File: config.mk
export PLATFORM = sky130hd
export DESIGN_NAME = msp430_trace_buffer
export DESIGN_NICKNAME = d
export VERILOG_FILES = /design/src/rtl/msp430_trace_buffer.sv
export SDC_FILE = /design/constraint.sdc
export NUM_CORES = 1
export LEC_CHECK = 0
export CAP_MARGIN = 20
export CORE_UTILIZATION = 35
export DETAILED_ROUTE_END_ITERATION = 8
export PLACE_DENSITY_LB_ADDON = 0.1
export SLEW_MARGIN = 10
export SYNTH_ARGS = -nofsm -noshare
export SYNTH_HDL_FRONTEND = slang
export SYNTH_SLANG_ARGS = --single-unit
File: constraint.sdc
create_clock -name mclk -period 5.25 [get_ports mclk]
set_input_delay 0.7875 -clock mclk [delete_from_list [all_inputs] [get_ports mclk]]
set_output_delay 0.7875 -clock mclk [all_outputs]
set_load 0.01 [all_outputs]
File: src/rtl/msp430_trace_buffer.sv
// Instruction trace ring buffer for the MSP430 debug environment.
// Captures one 40-bit record per decoded instruction while tracing is
// enabled, supports a PC trigger with a post-trigger capture window, and
// drains records oldest-first through a one-cycle-latency pop port.
module msp430_trace_buffer #(
    parameter int ADDR_W = 4
) (
    input  logic              mclk,
    input  logic              reset_n,
    input  logic              decode,
    input  logic [15:0]       pc,
    input  logic [15:0]       ir,
    input  logic              irq_detect,
    input  logic              trace_en,
    input  logic              trig_en,
    input  logic [15:0]       trig_pc,
    input  logic [ADDR_W-1:0] post_trig,
    input  logic              clear,
    input  logic              rd_req,
    output logic              rd_ack,
    output logic [39:0]       rd_data,
    output logic [ADDR_W:0]   count,
    output logic [1:0]        state,
    output logic              overflow
);

    localparam int DEPTH = 1 << ADDR_W;

    localparam logic [ADDR_W:0]   CNT_ONE  = {{ADDR_W{1'b0}}, 1'b1};
    localparam logic [ADDR_W:0]   CNT_FULL = {1'b1, {ADDR_W{1'b0}}};
    localparam logic [ADDR_W-1:0] PTR_ONE  = {{(ADDR_W-1){1'b0}}, 1'b1};
    localparam logic [6:0]        CYC_MAX  = 7'd127;

    typedef enum logic [1:0] {
        ST_IDLE   = 2'b00,
        ST_RUN    = 2'b01,
        ST_POST   = 2'b10,
        ST_FROZEN = 2'b11
    } state_e;

    state_e              state_q;
    logic [ADDR_W-1:0]   wr_ptr_q;
    logic [ADDR_W-1:0]   rd_ptr_q;
    logic [ADDR_W:0]     count_q;
    logic                overflow_q;
    logic [6:0]          cyc_q;
    logic [ADDR_W-1:0]   post_q;
    logic                rd_ack_q;
    logic [39:0]         rd_data_q;
    logic [39:0]         mem [DEPTH];

    logic        trig_hit;
    logic        wr_en;
    logic        rd_en;
    logic        buf_full;
    logic        buf_empty;
    logic [39:0] rec;

    // Writes only while actively recording; a trace_en drop wins over a decode.
    assign trig_hit  = trig_en && (pc == trig_pc);
    assign wr_en     = decode && trace_en && ((state_q == ST_RUN) || (state_q == ST_POST));
    assign rd_en     = rd_req && ((state_q == ST_IDLE) || (state_q == ST_FROZEN));
    assign buf_full  = (count_q == CNT_FULL);
    assign buf_empty = (count_q == '0);
    assign rec       = {irq_detect, cyc_q, pc, ir};

    // Cycles since the previous decode; 0 until the first decode means "unknown".
    // NOTE: state registers use non-blocking assignments so every flop samples pre-edge values.
    always_ff @(posedge mclk or negedge reset_n) begin
        if (!reset_n) begin
            cyc_q <= '0;
        end else if (decode) begin
            cyc_q <= 7'd1;
        end else if ((cyc_q != '0) && (cyc_q != CYC_MAX)) begin
            cyc_q <= cyc_q + 7'd1;
        end
    end

    // Capture-control FSM with trigger and post-trigger down-counter.
    always_ff @(posedge mclk or negedge reset_n) begin
        if (!reset_n) begin
            state_q <= ST_IDLE;
            post_q  <= '0;
        end else begin
            case (state_q)
                ST_IDLE: begin
                    if (trace_en) state_q <= ST_RUN;
                end
                ST_RUN: begin
                    if (!trace_en) begin
                        state_q <= ST_IDLE;
                    end else if (decode && trig_hit) begin
                        if (post_trig == '0) begin
                            state_q <= ST_FROZEN;
                        end else begin
                            state_q <= ST_POST;
                            post_q  <= post_trig;
                        end
                    end
                end
                ST_POST: begin
                    if (!trace_en) begin
                        state_q <= ST_IDLE;
                    end else if (decode) begin
                        post_q <= post_q - PTR_ONE;
                        if (post_q == PTR_ONE) state_q <= ST_FROZEN;
                    end
                end
                default: begin
                    if (!trace_en) state_q <= ST_IDLE;
                end
            endcase
        end
    end

    // Ring pointers, occupancy and sticky overflow; clear beats any access.
    always_ff @(posedge mclk or negedge reset_n) begin
        if (!reset_n) begin
            wr_ptr_q   <= '0;
            rd_ptr_q   <= '0;
            count_q    <= '0;
            overflow_q <= 1'b0;
        end else if (clear) begin
            wr_ptr_q   <= '0;
            rd_ptr_q   <= '0;
            count_q    <= '0;
            overflow_q <= 1'b0;
        end else if (wr_en) begin
            wr_ptr_q <= wr_ptr_q + PTR_ONE;
            if (buf_full) begin
                rd_ptr_q   <= rd_ptr_q + PTR_ONE;
                overflow_q <= 1'b1;
            end else begin
                count_q <= count_q + CNT_ONE;
            end
        end else if (rd_en && !buf_empty) begin
            rd_ptr_q <= rd_ptr_q + PTR_ONE;
            count_q  <= count_q - CNT_ONE;
        end
    end

    // Pop response: one-cycle ack, zero data when empty, data held otherwise.
    always_ff @(posedge mclk or negedge reset_n) begin
        if (!reset_n) begin
            rd_ack_q  <= 1'b0;
            rd_data_q <= '0;
        end else begin
            rd_ack_q <= rd_en && !clear;
            if (rd_en && !clear) begin
                rd_data_q <= buf_empty ? 40'd0 : mem[rd_ptr_q];
            end
        end
    end

    // Record storage.
    // NOTE: the RAM array has no reset; stale entries are never observable because count gates every read.
    always_ff @(posedge mclk) begin
        if (wr_en && !clear) begin
            mem[wr_ptr_q] <= rec;
        end
    end

    assign rd_ack   = rd_ack_q;
    assign rd_data  = rd_data_q;
    assign count    = count_q;
    assign state    = state_q;
    assign overflow = overflow_q;

endmodule
==> summary.log <==
[status] result of the run finished, final reports clean
[synthesis] synthesized net count 1362
[power_and_ir_drop] worst vdd ir 0.220 mV
[placed_design] post-detail-place hpwl 42.5 mm
[sta] RSZ-0062 raised after global routing no
[synthesis] post-synthesis cell area 27600 um^2
[clocking] number of buffers inserted by hold repair at cts 0
[routing] number of routed nets with antenna violations 0
[global_route] Global Route met2 Usage 0.264
[routing] first-pass iteration count of the detailed router 5
[clocking] Clk pin slew, worst setup/hold paths 0.06 ns
[global_route] GR met3 Demand/Resource 0.0266
[setup_path] Largest delay share family, worst path simple AND/OR/NAND/NOR gates
[floorplan] die width 283 um
[sta] fin crit share 0.696
[sta] crit path time final 3.66 ns
[sta] final clock skew 0.0283 ns
[synthesis] number of synthesized flops with an enable pin 640
[routing] DRC violation total after the first TritonRoute iteration 978
[flow_run] Max Cap Viol 0
[placed_design] Area after DPL 30100 um^2
[synthesis] number of instances in the synthesized netlist 1285
[power_and_ir_drop] reported leakage power 10.6 nW
[global_route] pin count of the biggest net entering global routing 61
[sta] Hold Slack 0.141 ns
[global_route] leftover overflow at the end of global routing 0
[routing] Vias per Instance 5.13
[global_route] overall track demand over capacity in global routing 0.176
[setup_path] CP endpoint kind flip-flop
[placed_design] worst-case setup slack after placement 0.910 ns
[global_route] number of antenna violations at the first check in global routing 3
[setup_path] CP Data Arrival Time 3.90 ns
[clocking] Inserted Clock Buffers 79
[floorplan] floorplan die height 283 um
[synthesis] Yosys reg bits 708
[final_layout] growth of design area from synthesis to finish 18.5%
[floorplan] Ports 109
[sta] Sum Neg Setup Slack 0 ns
[worst_hold_path] worst min path class input port to asynchronous set/reset pin
[clocking] CTS tree done
[setup_path] required time worst endpoint 5.49 ns
[floorplan] core box area 77700 um^2
[setup_path] startpoint class of the critical path input port
[clocking] number of cells upsized or downsized after cts 0
[synthesis] top-area cell type share of the netlist area 0.697
[global_route] number of global-route vias before repair 13700
[setup_path] logic depth of the worst setup path including buffers 7
[synthesis] Synth Warn # 0
[final_layout] sequential cell area in the final layout 20900 um^2
[setup_path] cell with the largest stage delay on the worst path clkdlybuf4s50_1
[final_layout] fraction of layout instances using a drive strength above 1 0.263
[final_layout] Cell Count, Final, Fillers Out 2564
[final_layout] area used by multi-input combinational logic 6290 um^2
[sta] final hold violation count 0
[power_and_ir_drop] sum of internal, switching and leakage power 15.7 mW
[final_layout] final design area excluding fillers 32700 um^2
[synthesis] Post-synth top flop edfxtp_1
[final_layout] net total in the final layout 1534
[clocking] CTS HTree Levels 3
[placed_design] port buffer count 108
[setup_path] critical path start-end classification input port to flip-flop
[synthesis] biggest area contributors in the synthesized netlist edfxtp_1 (70%), mux4_2 (16%), dfrtp_1 (6.2%)
[clocking] clock root buffer clkbuf_16
[global_route] global-route wire length before repair 99.5 mm
[clocking] clock latency reported for the late side of the worst-skew pair 0.62 ns
[synthesis] most used standard cell by instance count after synthesis edfxtp_1
[floorplan] total die area 79900 um^2
[power_and_ir_drop] P per Cell Area 480 nW/um^2
[placed_design] placed cells 2416
[sta] endpoints failing setup 0
[synthesis] proportion of synthesized flip-flops having asynchronous set or reset 0.0960
[synthesis] share of the yosys chip area belonging to registers 0.759
[synthesis] Avg Cell Area, Syn 21.4 um^2
[setup_path] chain of cells forming the critical path clkdlybuf4s50_1 > and3_1 > inv_2 > nor3b_1 > nor2b_1 > and2_2 > buf_4
[sta] worst setup slack after layout 1.59 ns
[routing] total wire length after detailed routing 68.6 mm
[final_layout] final core occ 0.420
[setup_path] R2R depth 8
[sta] slew at the pin closest to its max-slew limit 1.05 ns
[setup_path] combined buffer and inverter count along the critical path 3
[routing] total via count in the routed design 13200
[clocking] count of buffers added by post-CTS timing repair for setup 0
[sta] maximum clock frequency 274 MHz
[floorplan] effective utilization at floorplan 0.355
[synthesis] library cell occupying the most area in the post-synthesis netlist edfxtp_1
[global_route] met1 demand-to-capacity share in global routing 0.270
[clocking] buffers from clock root to sink, at most 3
[sta] max-slew violations 0
[synthesis] synth unique cells 48
[routing] residual DRC count 0
[placed_design] placer congestion estimate 0.745
[global_route] layer with the highest usage met1
[final_layout] number of filler instances in the final layout 6780
[synthesis] leading post-synthesis cells by instance count edfxtp_1 (640), mux4_2 (201), nand2_1 (93)
[floorplan] number of placement rows 102
[routing] Routed WL per cell 26.8 um
[sta] worst relative slew slack 0.303
[setup_path] Max Fanout on Critical Path 29
[clocking] count of clock tree sinks 708
[setup_path] delay contributed by the slowest stage of the critical path 0.69 ns
## path summary, 6_finish.rpt
path	from	slack [ns]	endpoint
hold / removal	reset_n	0.14	rd_data[34]
setup reg to reg	state[0]	1.70	mem[11][2]
hold reg to reg	rd_data[35]	0.47	rd_data[35]
min in group mclk	rd_data[35]	0.47	rd_data[35]
max in group asynchronous	reset_n	4.05	rd_ptr_q[2]
setup / recovery	decode	1.59	mem[11][2]
## sequential cells by signal, summed over array words and instances, names as in the netlist
register / cells
overflow: 1
state: 2
mem: 640
wr_ptr_q: 4
rd_ack: 1
count: 5
cyc_q: 7
rd_ptr_q: 4
post_q: 4
rd_data: 40
## worst reg2reg max path: cells and delay by family, from the launching register on
family,cells,cell delay (ns)
adder cells (fa/ha/maj),1,0.32
flip-flops,1,0.42
buffers and inverters,3,0.78
AND/OR/NAND/NOR,4,1.63
## cell type report
class	instances	area share
Inverter	12	0.00138
Clock buffer	103	0.0665
Antenna cell	1	0.0000766
Timing Repair Buffer	157	0.0470
Clock inverter	44	0.0119
Tap cell	1040	0.0398
Sequential cell	708	0.641
Multi-Input combinational cell	499	0.193
## cells by family after synthesis
logic type / share of synthesized area
compound gates: 0.00708
simple gates: 0.0373
buf+inv: 0.0137
mux: 0.166
fa+ha+maj: 0.00799
xor+xnor: 0.00890
flops: 0.759
## cell usage in the layout, fill, tap and decap left out, drive strengths merged, types with 2 or more instances in the layout
cell	synthesis	final
dfrtp	68	68
a31oi	2	2
mux2	2	2
nand4	4	4
clkbuf	33	103
o31ai	3	3
or4	2	2
nor2b	5	5
bufinv	0	6
nor4	6	6
or2	3	3
xor2	22	22
edfxtp	640	640
and2	11	11
inv	12	14
nand3	43	43
xnor2	6	6
nand2	93	93
a21o	4	4
o21ai	5	5
ha	16	16
mux2i	2	2
buf	33	50
a21oi	11	11
and3	8	8
clkinv	0	33
clkdlybuf4s50	0	107
nand2b	7	7
nor2	22	22
mux4	201	201
clkinvlp	0	3
nor3	8	8
nor3b	2	2
## power by group
| group | internal [mW] | total, mW | switching [mW] |
|---|---|---|---|
| sequential | 6.42 | 6.81 | 0.387 |
| combinational | 1.77 | 3.43 | 1.67 |
| clock | 3.22 | 5.45 | 2.23 |
| total | 11.4 | 15.7 | 4.28 |
## routing by layer
layer,vias to the layer above,share of wire
li1,5636,-
met1,7170,0.49
met2,281,0.46
met3,79,0.039
met4,0,0.015
met5,-,0
No activity file was read; power rests on OpenSTA's default activity.
